## src/rtl/mul_pkg.sv

```systemverilog
// ============================================================================
// mul_pkg : constants and state encoding shared across the multiplier datapath
// Rev 1.0
// ============================================================================
`default_nettype none

package mul_pkg;

    localparam int PP_W   = 130;
    localparam int NUM_PP = 33;
    localparam int CNT_W  = 6;

    typedef enum logic [1:0] {
        S_ACC  = 2'd0,
        S_RES  = 2'd1,
        S_DONE = 2'd2
    } acc_state_e;

    function automatic logic maj3(input logic a, input logic b, input logic c);
        return (a & b) | (a & c) | (b & c);
    endfunction

endpackage

`default_nettype wire

```

## src/rtl/csa3.sv

```systemverilog
// ============================================================================
// csa3 : combinational 3:2 compressor producing sum and left-shifted carry
// Rev 1.0
// ============================================================================
`default_nettype none

module csa3
    import mul_pkg::*;
#(
    parameter int W = 130
) (
    input  logic [W-1:0] a_i,
    input  logic [W-1:0] b_i,
    input  logic [W-1:0] c_i,
    output logic [W-1:0] sum_o,
    output logic [W-1:0] carry_o
);

    assign carry_o[0] = 1'b0;

    // Carry out of bit i lands in bit i+1; the carry out of the MSB is dropped.
    for (genvar i = 0; i < W; i++) begin : g_bit
        assign sum_o[i] = a_i[i] ^ b_i[i] ^ c_i[i];
        if (i > 0) begin : g_carry
            assign carry_o[i] = maj3(a_i[i-1], b_i[i-1], c_i[i-1]);
        end
    end

endmodule

`default_nettype wire

```

## src/rtl/pp_accumulator.sv

```systemverilog
// ============================================================================
// pp_accumulator : carry-save accumulation of Booth partial products, one
//                  final carry-propagate add, result on a valid/ready port
// Rev 1.0
// ============================================================================
`default_nettype none

module pp_accumulator #(
    parameter int PP_W   = mul_pkg::PP_W,
    parameter int NUM_PP = mul_pkg::NUM_PP,
    parameter int CNT_W  = mul_pkg::CNT_W
) (
    input  logic             clk,
    input  logic             rst_n,
    input  logic             flush,
    input  logic             pp_valid,
    output logic             pp_ready,
    input  logic [PP_W-1:0]  pp_data,
    input  logic             pp_last,
    output logic             res_valid,
    input  logic             res_ready,
    output logic [PP_W-1:0]  res_data,
    output logic [CNT_W-1:0] res_count
);
    import mul_pkg::*;

    localparam logic [CNT_W-1:0] C_LAST_CNT = CNT_W'(NUM_PP - 1);

    acc_state_e       state_q;
    logic [PP_W-1:0]  s_q;
    logic [PP_W-1:0]  c_q;
    logic [CNT_W-1:0] cnt_q;
    logic             res_valid_q;
    logic [PP_W-1:0]  res_data_q;
    logic [CNT_W-1:0] res_count_q;

    logic [PP_W-1:0]  s_d;
    logic [PP_W-1:0]  c_d;
    logic [CNT_W-1:0] cnt_d;
    logic             w_term;

    csa3 #(
        .W (PP_W)
    ) u_csa3 (
        .a_i     (s_q),
        .b_i     (c_q),
        .c_i     (pp_data),
        .sum_o   (s_d),
        .carry_o (c_d)
    );

    assign cnt_d  = cnt_q + 1'b1;
    // Stop on an explicit last beat or when the beat budget is exhausted.
    assign w_term = pp_last || (cnt_q == C_LAST_CNT);

    always_ff @(posedge clk or negedge rst_n) begin
        if (!rst_n) begin
            state_q     <= S_ACC;
            s_q         <= '0;
            c_q         <= '0;
            cnt_q       <= '0;
            res_valid_q <= 1'b0;
            res_data_q  <= '0;
            res_count_q <= '0;
        end else if (flush) begin
            state_q     <= S_ACC;
            s_q         <= '0;
            c_q         <= '0;
            cnt_q       <= '0;
            res_valid_q <= 1'b0;
            res_count_q <= '0;
        end else begin
            case (state_q)
                S_ACC: begin
                    if (pp_valid) begin
                        s_q   <= s_d;
                        c_q   <= c_d;
                        cnt_q <= cnt_d;
                        if (w_term) begin
                            state_q <= S_RES;
                        end
                    end
                end
                S_RES: begin
                    res_data_q  <= s_q + c_q;
                    res_count_q <= cnt_q;
                    res_valid_q <= 1'b1;
                    state_q     <= S_DONE;
                end
                S_DONE: begin
                    if (res_ready) begin
                        s_q         <= '0;
                        c_q         <= '0;
                        cnt_q       <= '0;
                        res_valid_q <= 1'b0;
                        state_q     <= S_ACC;
                    end
                end
                default: begin
                    state_q <= S_ACC;
                end
            endcase
        end
    end

    assign pp_ready  = (state_q == S_ACC);
    assign res_valid = res_valid_q;
    assign res_data  = res_data_q;
    assign res_count = res_count_q;

endmodule

`default_nettype wire
```

## config.mk

```make
export PLATFORM = sky130hd
export DESIGN_NAME = pp_accumulator
export DESIGN_NICKNAME = d
export VERILOG_FILES = /design/src/rtl/mul_pkg.sv /design/src/rtl/csa3.sv /design/src/rtl/pp_accumulator.sv
export SDC_FILE = /design/constraint.sdc
export NUM_CORES = 1
export LEC_CHECK = 0
export BUFFER_PORTS_ARGS = -buffer_cell sky130_fd_sc_hd__buf_4
export CAP_MARGIN = 20
export CORE_AREA = 2 2 301 303
export DETAILED_ROUTE_END_ITERATION = 6
export DIE_AREA = 0 0 303 305
export PLACE_DENSITY_LB_ADDON = 0.25
export SLEW_MARGIN = 5
export SYNTH_ARGS = -nofsm -noshare
export SYNTH_HDL_FRONTEND = slang
export SYNTH_HIERARCHICAL = 1
export SYNTH_SLANG_ARGS = --single-unit
```

## constraint.sdc

```tcl
create_clock -name clk -period 4.1 [get_ports clk]
set_input_delay 0.82 -clock clk [delete_from_list [all_inputs] [get_ports clk]]
set_output_delay 0.82 -clock clk [all_outputs]
set_load 0.01 [all_outputs]
```

* After elaboration in Yosys (flattened, before gate mapping) *
Cells that the tools add are included.

cells by class
  $add $sub $neg = 2
  multiply operators = 0
  divide/modulo/power cells = 0
  $lt $le $gt $ge = 0
  eq/ne operators = 6
  shifts and indexed selects = 0
  mux-type cells = 21
  bitwise gates (word level) = 906
  reductions and logical operators = 9

operators with widths
  kind                                                    number
  2-to-1 mux 130 bit                                      5
  case mux 130 bit (2 select lines)                       2
  bitwise AND 1 bit                                       387
  XOR 1 bit                                               260
  OR 1 bit                                                258
  adder 130 bit                                           1
  2-to-1 mux 6 bit                                        5
  case mux 6 bit (2 select lines)                         1
  2-to-1 mux 2 bit                                        4
  adder 6 x 1 -> 6 bit (second input constant)            1
  == test 6 bit (second input constant)                   1
  inequality test 3 bit (second input constant)           2
  case mux 2 bit (3 select lines)                         1
  AND reduction 3 bit                                     2
  nonzero test 3 bit                                      2
  AND reduction 2 bit                                     2
  inequality test 3 x 2 -> 1 bit (second input constant)  1
  == test 2 x 1 -> 1 bit (second input constant)          1
  == test 2 bit (second input constant)                   1
  zero test 2 bit                                         1
  2-to-1 mux 1 bit                                        2
  case mux 1 bit (2 select lines)                         1
  nonzero test 2 bit                                      1
  logical OR 1 bit                                        1
  inverter 1 bit                                          1

storage, ports and cells
  flip-flop bits (word level) = 405
  latch bits = 0
  RAM bits = 0
  bits in read-only memories = 0
  input port bits = 136
  output and inout port bits = 138
  logic and storage cells = 951
  memories = 0

* Depth between registers and ports, before layout *
Gate-level depths: netlist of the first run.

  word-level depth = 6
  mapped depth = 15
  depth with buffers taken out = 15

* Modules after synthesis *
The synthesis of the first run kept the hierarchy.

by module, submodules not included
  module          instances  cells an instance  area each (um^2)  seq. area each (um^2)
  pp_accumulator  1          2997               23981.8           10134.7
  csa3            1          132                2617.5            0.0

* Worst setup path after synthesis of the first run *
Ideal clock, no wire load.

  path kind = register to register
  start = register s_q[0]
  end = register res_data_q[110], in the netlist res_data[110]
  setup time = 0.069 ns
  arrival = 3.764 ns
  required time = 4.031 ns
  setup slack = 0.267 ns
  stages on the path, launching flop included = 16
  path buffers = 0
  period minus slack after synthesis = 3.833 ns
  cell sequence = dfrtp_1 ha_1 inv_1 fa_1 nor2b_1 o2111a_1 o311ai_1 and3_1 o311a_1 o31a_1 o21ai_4 a31oi_2 o41ai_4 a41oi_1 or4_1 nand3_1

between the ends
  word-level cells in the longest chain between the ends = 1

ends and longest elaborated chain
  what                    line                  RTL
  from (decl)             pp_accumulator.sv:30  logic [PP_W-1:0] s_q;
  from (signal assigned)  pp_accumulator.sv:59  s_q <= '0;
  from (signal assigned)  pp_accumulator.sv:67  s_q <= '0;
  from (signal assigned)  pp_accumulator.sv:76  s_q <= s_d;
  adder 130 bit           pp_accumulator.sv:85  res_data_q <= s_q + c_q;
  to (signal assigned)    pp_accumulator.sv:85
  to (decl)               pp_accumulator.sv:34  logic [PP_W-1:0] res_data_q;

Every way passes these cells.
A chain may end at the register's enable or synchronous reset.

* Final worst setup path of the first run *
  start = register c_q[0]
  end = register res_data_q[110], in the netlist res_data[110]

between the ends
  word-level cells in the longest chain between the ends = 1

ends and longest elaborated chain
  what                    line                  RTL
  from (decl)             pp_accumulator.sv:31  logic [PP_W-1:0] c_q;
  from (signal assigned)  pp_accumulator.sv:60  c_q <= '0;
  from (signal assigned)  pp_accumulator.sv:68  c_q <= '0;
  from (signal assigned)  pp_accumulator.sv:77  c_q <= c_d;
  adder 130 bit           pp_accumulator.sv:85

Every way passes these cells.

==> results_dict.tcl, run 1 <==
set metrics [dict create \
    placed_cells 4564 \
    area_delta_synth_final_pct 23.47 \
    ys_types 64 \
    crit_chain "ha_2, inv_1, fa_2, nor2b_2, o2111a_2, o311ai_4, and3_1, o311a_1, o31a_1, o21ai_4, a31oi_4, o41ai_4, buf_4, a41oi_2, or4_4, nand3_1" \
    synth_edf_count 0 \
    async_flop_share 1.000 \
    maxCapViolations 0 \
    h-tree-depth 2 \
    period_share 0.9604 \
    rsz0062_at_grt "yes" \
    cts_tree "yes" \
    grt_antenna_before_repair 3 \
    diodes 0 \
    crit_arrival_ns 4.48 \
    failed_checks "design-rule violations" \
    synth_fp_nets 3526 \
    cp_top_family "compound AO/OA/AOI/OAI gates" \
    cellLeakagePower_uw 0.01594 \
    detail-route-antenna-nets 0 \
    cpPeakStageDelay_ns 0.53 \
    insertion_delay_ns 0.61 \
    root_buffer "clkbuf_16" \
    placed_cell_area_mm2 0.03091 \
    vdd_drop_max_v 0.0002584 \
    dr.pass1.iters 7 \
    ys_seq_area_frac 0.3810 \
    drt_iter0_drc 1662 \
    start_kind "register" \
    cts_made_buffers 51 \
    dieArea_mm2 0.09242 \
    final_layout_size_suffix_gt1_frac 0.1669 \
    core_mm2 0.08932 \
    fin_nets 3846 \
    stdcell_area_mm2 0.03284 \
    drv_slew 0 \
    clk_path_buf_depth 3 \
    clk_pin_slew_ns 0.06 \
    setup_ws_ns 0.1623 \
    hold_class "primary input to asynchronous set/reset pin" \
    regToRegSetupSlack_ns 0.16 \
    crit_path_top_delay_cell "or4_4" \
    finalSetupViolations 0 \
    r2r-start "c_q[0]" \
    critPathCaptureType "register" \
    dieWidth_um 303 \
    skew_ns 0.02004 \
    syn-cell-area_mm2 0.02660 \
    maxSlewHeadroom 0.3478 \
    synth-seq-cells 405 \
    cp.required_ns 4.65 \
    avgSynthCellArea_um2 8.501 \
    regToRegEndpoint "res_data[110]" \
    max_freq_mhz 254.0 \
    dp_slack_ns -0.2142 \
    cts_hold_buffers 0 \
    grt_overflow 0 \
    dp.final_hpwl_um 68250 \
    gp_congestion 0.8909 \
    powerDensity_mw_per_mm2 472.9 \
    tightestPinTransition_ns 0.9680 \
    grt_max_degree 118 \
    vias 23340 \
    reg2reg_depth 16 \
    drcViolationCount 16 \
    fin_setup_tns_ns 0 \
    placementRows 110 \
    grt_pass1_wl_um 137600 \
    min_period_ns 3.938 \
    yosys_warnings 6 \
    drt_wl_total_um 87960 \
    fin_total_pwr_uw 15530 \
    status "finished, violations left" \
    port-buffer-count 273 \
    instances_no_fill 4663 \
    hold_violations 0 \
    grt_usage 0.1897 \
    floorplan.initialDensity 0.2978 \
    crit_buf_inv 2 \
    viasPerCell 5.004 \
    pin_count 274 \
    wire_per_inst_um 18.86 \
    critPathMaxFanout 3 \
    die_h_um 305 \
    clkSinkCount 405 \
    synthFlopType "dfrtp_1" \
    crit_type "register to register" \
    syn_inst 3129 \
    grt_pass1_vias 23100 \
]
## Yosys cell counts, types with 2 or more instances
master | count | area (um2)
nor3_1 | 36 | 180.2
buf_1 | 11 | 41.29
mux2i_1 | 5 | 50.05
o21a_1 | 13 | 97.59
clkbuf_2 | 3 | 15.01
o41ai_1 | 3 | 26.28
fa_1 | 130 | 2603
o311a_1 | 2 | 20.02
o21bai_1 | 44 | 330.3
nor2_1 | 144 | 540.5
a21boi_0 | 15 | 112.6
a41oi_1 | 2 | 17.52
and4_1 | 2 | 17.52
o211a_1 | 2 | 20.02
a211oi_1 | 10 | 75.07
a21oi_1 | 212 | 1061
nand3_1 | 289 | 1446
a221o_1 | 4 | 40.04
a31oi_1 | 18 | 112.6
inv_1 | 42 | 157.7
xor2_1 | 45 | 394.1
o32a_1 | 2 | 20.02
a21o_1 | 66 | 495.5
o2111a_1 | 3 | 33.78
xnor2_1 | 75 | 656.9
o211ai_1 | 6 | 45.04
nand2b_1 | 13 | 81.33
nor4_1 | 7 | 43.79
o31ai_1 | 24 | 180.2
dfrtp_1 | 405 | 10130
clkbuf_1 | 170 | 638.1
nor2b_1 | 15 | 93.84
o221ai_1 | 3 | 26.28
a221oi_1 | 3 | 26.28
ha_1 | 131 | 1639
o21ai_1 | 4 | 20.02
o21ai_0 | 247 | 1236
or4_1 | 7 | 52.55
or2_2 | 11 | 68.82
nand2_1 | 803 | 3014
and2_1 | 4 | 25.02
nand4_1 | 61 | 381.6
or3_1 | 10 | 62.56
and3_1 | 7 | 43.79
## cells by family (layout without fill, tap and decap cells)
| logic type | Yosys count | count (layout) | share of synthesized area |
|---|---|---|---|
| mux | 5 | 5 | 0.001882 |
| flops | 405 | 405 | 0.3810 |
| buf+inv | 228 | 586 | 0.03250 |
| xor+xnor | 121 | 121 | 0.04041 |
| compound gates | 697 | 697 | 0.1563 |
| other cells | 1 | 1 | 0.0001410 |
| fa+ha+maj | 261 | 261 | 0.1595 |
| simple gates | 1411 | 1411 | 0.2283 |
## cell usage in the layout (no fill, tap or decap), types with 16 or more instances in the layout
cell       Yosys  routed
a21o_1        66      66
inv_1         42      42
o31ai_1       24      23
xor2_1        45      45
clkbuf_16      0      51
fa_1         130     129
xnor2_1       75      75
nor3_1        36      34
dfrtp_1      405     405
o21bai_1      44      44
nand3_1      289     289
a21oi_1      212     208
a31oi_1       18      16
o21ai_0      247     240
nand4_1       61      61
buf_4          1     438
nand2_1      803     803
ha_1         131     127
nor2_1       144     142
## area by class of cell
class                   count  area (um2)
well taps                1176        1471
inverters                  42       157.7
repair buffers            453        3583
fillers                  9224       56480
clock inverters            21       257.7
multi-input cells        2496       15810
clock buffers              70        1428
flip-flops and latches    405       10130
## report_power, final
part	switching (uW)	internal, uW	leakage (uW)
Combinational	2960	2210	0.00976
Sequential	868	4850	0.00535
Clock	1900	2750	0.000828
## timing repair
action	in CTS	in global routing
gates resized for setup	9	33
setup buffers	1	7
gates cloned	0	0
setup endpoints to repair	19	26
pin swaps	3	21
## through the flow
step                        util  hold slack [ns]
after detailed placement  0.3461           0.4715
after CTS                 0.3656           0.2770
after global routing      0.3677           0.3084
after global placement    0.3461           0.4637
final                     0.3677           0.2730
after floorplan                -           0.4739
## registers in the layout, indices dropped and copies added (netlist names)
name	cells
res_count	6
res_valid	1
cnt_q	6
s_q	130
state_q	2
res_data	130
c_q	130
## per-layer routing
| layer | global-route usage | part of all wire | vias to the layer above |
|---|---|---|---|
| met4 | 0.04857 | 0.025 | 6 |
| li1 | - | - | 11430 |
| met1 | 0.2691 | 0.46 | 11260 |
| met3 | 0.02773 | 0.050 | 117 |
| met2 | 0.3014 | 0.46 | 514 |
| met5 | 0 | 0.00038 | - |
## worst max-delay path by stage
stage | start | endpoint | slack, ns | cells past startpoint
finish | c_q[0] | res_data[110] | 0.16 | 16
floorplan | s_q[0] | res_data[110] | 0.27 | 15
global route | c_q[0] | res_data[112] | -0.04 | 17
global placement | s_q[0] | res_data[126] | -0.09 | 15
detailed placement | s_q[0] | res_data[126] | -0.21 | 15
CTS | s_q[12] | res_data[121] | 0.0002 | 18
(Power assumes the default switching activity.)
==> run 2: changes to the inputs <==
- ABC_AREA: unset -> 1
- CORE_AREA: 2 2 301 303 -> 2 2 324 326
- DIE_AREA: 0 0 303 305 -> 0 0 326 328
==> results_dict.tcl, run 2 <==
set metrics [dict create \
    wire_per_inst_um 20.98 \
    drv_slew 0 \
    skew_ns 0.03620 \
    dieArea_mm2 0.1069 \
    dr.pass1.iters 6 \
    floorplan.initialDensity 0.2979 \
    ys_types 38 \
    drt_iter0_drc 2839 \
    port-buffer-count 273 \
    crit_arrival_ns 4.48 \
    synth_fp_nets 4964 \
    placementRows 118 \
    finalSetupViolations 0 \
    gp_congestion 1.005 \
    hold_violations 0 \
    yosysMostFrequentCell "nand2_1" \
    cpMostUsedCell "nand2_1" \
    mostFrequentLayoutCell "nand2_1" \
    final_cell_mix "nand2_1, inv_1, nand3_1" \
    power_frac_clock 0.278 \
    dp.final_hpwl_um 106200 \
    grt_use_met1 0.3255 \
    synth_top_cell_area_share 0.3296 \
    met3_usage 0.04758 \
    fin_nets 5213 \
    reg2reg_depth 19 \
    vias 30240 \
    regToRegSetupSlack_ns 0.15 \
    cts_resized 0 \
    yosys_warnings 6 \
    cellLeakagePower_uw 0.01952 \
    fin_setup_tns_ns 0 \
    syn-cell-area_mm2 0.03075 \
    regToRegEndpoint "res_data[128]" \
    placed_cell_area_mm2 0.03451 \
    synthTopCellsByCount "nand2_1, inv_1, nand3_1" \
    area_delta_synth_final_pct 18.05 \
    pin_count 274 \
    avgSynthCellArea_um2 6.732 \
    p_sw_frac 0.4058 \
    maxCapViolations 0 \
    synth_top_cell_by_area "dfrtp_1" \
    syn_inst 4567 \
    grt_pass1_vias 29500 \
    critPathCaptureType "register" \
    hold_class "primary input to asynchronous set/reset pin" \
    post_cts.repair.setup_buffers 0 \
    ys_seq_area_frac 0.3296 \
    viasPerCell 4.849 \
    final_layout_size_suffix_gt1_frac 0.08381 \
    cts_tree "yes" \
    p_int_uw 10620 \
    fin_util 0.3517 \
    synthFlopType "dfrtp_1" \
    clk_path_buf_depth 3 \
    grt_pass1_wl_um 192100 \
    drt_wl_total_um 130900 \
    grt_use_met2 0.3802 \
    h-tree-depth 2 \
    period_share 0.9634 \
    crit_chain "ha_1, inv_1, fa_1, inv_1, nand3_1, nand2_1, nand2_1, nand2_2, nand2_1, nand2_1, nand2_1, nand2_1, nand2_1, nand2_1, nand2_1, nand2_1, nand2_1, nand3_1, nand2_1" \
    grt_usage 0.2416 \
    grt_max_degree 136 \
    powerDensity_mw_per_mm2 492.2 \
    core_mm2 0.1032 \
    cts_made_buffers 51 \
    max_freq_mhz 253.2 \
    rsz0062_at_grt "no" \
    r2r-start "s_q[0]" \
    crit_path_top_delay_cell "dfrtp_1" \
    insertion_delay_ns 0.66 \
    vdd_drop_max_v 0.0002942 \
    synth-seq-cells 405 \
    tightestPinTransition_ns 1.026 \
    cpPeakStageDelay_ns 0.41 \
    stdcell_area_mm2 0.03630 \
    maxSlewHeadroom 0.3158 \
    crit_type "register to register" \
    root_buffer "clkbuf_16" \
    p_seq_frac 0.355 \
    synth_edf_count 0 \
    pwr-share-comb 0.367 \
    async_flop_share 1.000 \
    status "complete, no violations" \
    grt_overflow 0 \
    clkSinkCount 405 \
    dieWidth_um 326 \
    critPathMaxFanout 5 \
    p_sw_uw 7249 \
    clk_pin_slew_ns 0.06 \
    top_usage_layer "met2" \
    drcViolationCount 0 \
    min_period_ns 3.950 \
    start_kind "register" \
    die_h_um 328 \
    cp.required_ns 4.63 \
    cts_hold_buffers 0 \
    detail-route-antenna-nets 0 \
    grt_antenna_before_repair 2 \
    synth_area_leaders "dfrtp_1, nand2_1, fa_1" \
]
## run 2: logic make-up after synthesis
| family | after synthesis | synth area share |
|---|---|---|
| flops | 405 | 0.3296 |
| fa+ha+maj | 261 | 0.1380 |
| compound gates | 410 | 0.06857 |
| simple gates | 2669 | 0.3510 |
| other cells | 1 | 0.0001220 |
| xor+xnor | 64 | 0.01823 |
| buf+inv | 757 | 0.09453 |
## run 2: through the flow
step / instances / total power, uW / hold slack (ns) / setup slack [ns]
6_report: 6237 / 17870 / 0.3014 / 0.1502
5_1_grt: 6236 / 19020 / 0.3239 / 0.03521
4_1_cts: 6236 / 18030 / 0.3071 / 0.2255
3_5_place_dp: 6143 / 12970 / 0.4594 / 0.2468
3_3_place_gp: 6143 / 12910 / 0.4583 / 0.1945
2_1_floorplan: 4567 / 9611 / 0.5075 / 1.784
## run 2: worst max path at each step
stage,slack [ns],start,to
floorplan,1.78,s_q[0],res_data[82]
global placement,0.19,s_q[0],res_data[128]
detailed placement,0.25,s_q[0],res_data[128]
CTS,0.23,s_q[0],res_data[128]
global route,0.04,s_q[0],res_data[128]
finish,0.15,s_q[0],res_data[128]
## run 2: final cells by class
| class | instances | area, um2 |
|---|---|---|
| fill | 11290 | 66910 |
| multi-input combinational | 3405 | 17730 |
| sequential | 405 | 10130 |
| timing repair buffer | 313 | 2507 |
| inverter | 640 | 2415 |
| tap | 1380 | 1727 |
| clock buffer | 76 | 1493 |
| clock inverter | 17 | 289.0 |
| antenna | 1 | 2.502 |
## run 2: routing by layer
| metal | up-vias | part of all wire |
|---|---|---|
| li1 | 14710 | - |
| met3 | 212 | 0.066 |
| met1 | 14330 | 0.45 |
| met2 | 983 | 0.45 |
| met5 | - | 0.00021 |
| met4 | 4 | 0.043 |
## run 2: power by group through the flow
stage          Combinational (uW)  Sequential [uW]  Clock (uW)
6_report                     6560             6350        4960
5_1_grt                      7280             6520        5210
4_1_cts                      6590             6360        5080
3_5_place_dp                 6560             6400           0
3_3_place_gp                 6500             6410           0
2_1_floorplan                3360             6250           0
## run 2: critical path: cells and delay by family, from the launching register on
kind	cells	cell delay [ns]
buffers and inverters	2	0.26
AND/OR/NAND/NOR	15	2.37
flip-flops	1	0.41
adder cells (fa/ha/maj)	2	0.78
==> run 3: changes to the inputs <==
- REMOVE_ABC_BUFFERS: unset -> 1
==> results_dict.tcl, run 3 (synthesis results as in run 2) <==
set metrics [dict create \
    max_freq_mhz 276.7 \
    final_layout_size_suffix_gt1_frac 0.08618 \
    cellLeakagePower_uw 0.01955 \
    core_mm2 0.1032 \
    placed_cell_area_mm2 0.03460 \
    wire_per_inst_um 21.01 \
    grt_max_degree 105 \
    cts_resized 0 \
    regToRegSetupSlack_ns 0.49 \
    cts_hold_buffers 0 \
    dieWidth_um 326 \
    crit_chain "ha_1, inv_1, fa_1, inv_1, nand3_1, nand2_1, nand2_1, nand2_2, nand2_1, nand2_2, nand2_1, nand2_1, nand2_1, nand2_1, nand2_1, nand2_1, nand2_1, nand3_1, nand2_1" \
    crit_buf_inv 2 \
    powerDensity_mw_per_mm2 487.4 \
    dieArea_mm2 0.1069 \
    crit_type "register to register" \
    grt_pass1_wl_um 193200 \
    placementRows 118 \
    fin_total_pwr_uw 17700 \
    port-buffer-count 273 \
    rsz0062_at_grt "no" \
    stdcell_area_mm2 0.03632 \
    drcViolationCount 0 \
    critPathMaxFanout 5 \
    vias 30520 \
    clkSinkCount 405 \
    pin_count 274 \
    root_buffer "clkbuf_16" \
    grt_overflow 0 \
    grt_pass1_vias 29550 \
    grt_usage 0.2420 \
    drt_wl_total_um 131100 \
    crit_arrival_ns 4.14 \
    hold_class "primary input to asynchronous set/reset pin" \
    finalSetupViolations 0 \
    start_kind "register" \
    post_cts.repair.setup_buffers 0 \
    viasPerCell 4.889 \
    period_share 0.8814 \
    dp.final_hpwl_um 106000 \
    gp_congestion 1.028 \
    detail-route-antenna-nets 0 \
    h-tree-depth 2 \
    vdd_drop_max_v 0.0003022 \
    maxCapViolations 0 \
    hold_violations 0 \
    tightestPinTransition_ns 0.8710 \
    clk_pin_slew_ns 0.06 \
    regToRegEndpoint "res_data[124]" \
    r2r-start "s_q[0]" \
    critPathCaptureType "register" \
    clk_path_buf_depth 3 \
    diodes 0 \
    final_cell_mix "nand2_1, inv_1, nand3_1" \
    maxSlewHeadroom 0.4193 \
    setup_ws_ns 0.4861 \
    area_delta_synth_final_pct 18.11 \
    dp_slack_ns 0.5341 \
    die_h_um 328 \
    drv_slew 0 \
    floorplan.initialDensity 0.2979 \
    dr.pass1.iters 6 \
    status "complete, no violations" \
    crit_path_top_delay_cell "dfrtp_1" \
    cpMostUsedCell "nand2_1" \
    mostFrequentLayoutCell "nand2_1" \
    cpPeakStageDelay_ns 0.41 \
    cp_top_family "simple AND/OR/NAND/NOR gates" \
    skew_ns 0.03605 \
    insertion_delay_ns 0.66 \
    cts_made_buffers 52 \
    cts_tree "yes" \
    reg2reg_depth 19 \
    drt_iter0_drc 2858 \
    fin_nets 5221 \
    fin_util 0.3519 \
    grt_antenna_before_repair 1 \
    cp.required_ns 4.62 \
    min_period_ns 3.614 \
]
-- run 3: cell types whose count changed in the layout (fill, tap and decap cells not counted), sizes merged --
cell	change
inv	+1
clkinv	+5
bufinv	-3
diode	-1
buf	+7
clkbuf	-4
-- run 3: worst reg2reg max path: stages (launching register included) --
cell,delay [ns]
dfrtp_1,0.41
ha_1,0.27
inv_1,0.11
fa_1,0.40
inv_1,0.10
nand3_1,0.08
nand2_1,0.31
nand2_1,0.11
nand2_2,0.22
nand2_1,0.10
nand2_2,0.22
nand2_1,0.08
nand2_1,0.19
nand2_1,0.08
nand2_1,0.36
nand2_1,0.18
nand2_1,0.10
nand2_1,0.05
nand3_1,0.08
nand2_1,0.05
-- run 3: cell type report --
cell class,instances,area [um2]
flip-flops and latches,405,10130
repair buffers,320,2592
clock buffers,72,1498
fillers,11260,66890
inverters,640,2415
clock inverters,20,221.5
well taps,1380,1727
multi-input cells,3405,17730
-- run 3: how the worst max path moves through the flow --
stage          cells after the start  slack [ns]            end   start
2_1_floorplan                     10       -7.91       cnt_q[5]   flush
3_3_place_gp                      19        0.53  res_data[116]  s_q[0]
3_5_place_dp                      19        0.53  res_data[116]  c_q[0]
4_1_cts                           19        0.52  res_data[116]  s_q[0]
5_1_grt                           19        0.28  res_data[124]  s_q[0]
6_report                          19        0.49  res_data[124]  s_q[0]
-- run 3: routing by layer --
| layer | part of all wire | global-route usage | vias to the layer above |
|---|---|---|---|
| met5 | 0 | 0 | - |
| met3 | 0.070 | 0.03780 | 170 |
| met1 | 0.44 | 0.3363 | 14580 |
| li1 | - | - | 14710 |
| met2 | 0.45 | 0.3830 | 1057 |
| met4 | 0.034 | 0.08135 | 0 |
-- run 3: where the power goes --
part           leakage (uW)  total (uW)  internal [uW]  switching [uW]
sequential          0.00538        6340           5100            1240
combinational        0.0133        6590           2560            4020
clock              0.000841        4770           2790            1980
-- run 3: per-stage QoR --
step	TNS [ns]	cells	hold WS, ns
floorplan	-2287.73	4450	0.5075
global placement	0	6149	0.4649
detailed placement	0	6150	0.4667
CTS	0	6242	0.1616
global route	0	6242	0.1749
finish	0	6242	0.1491
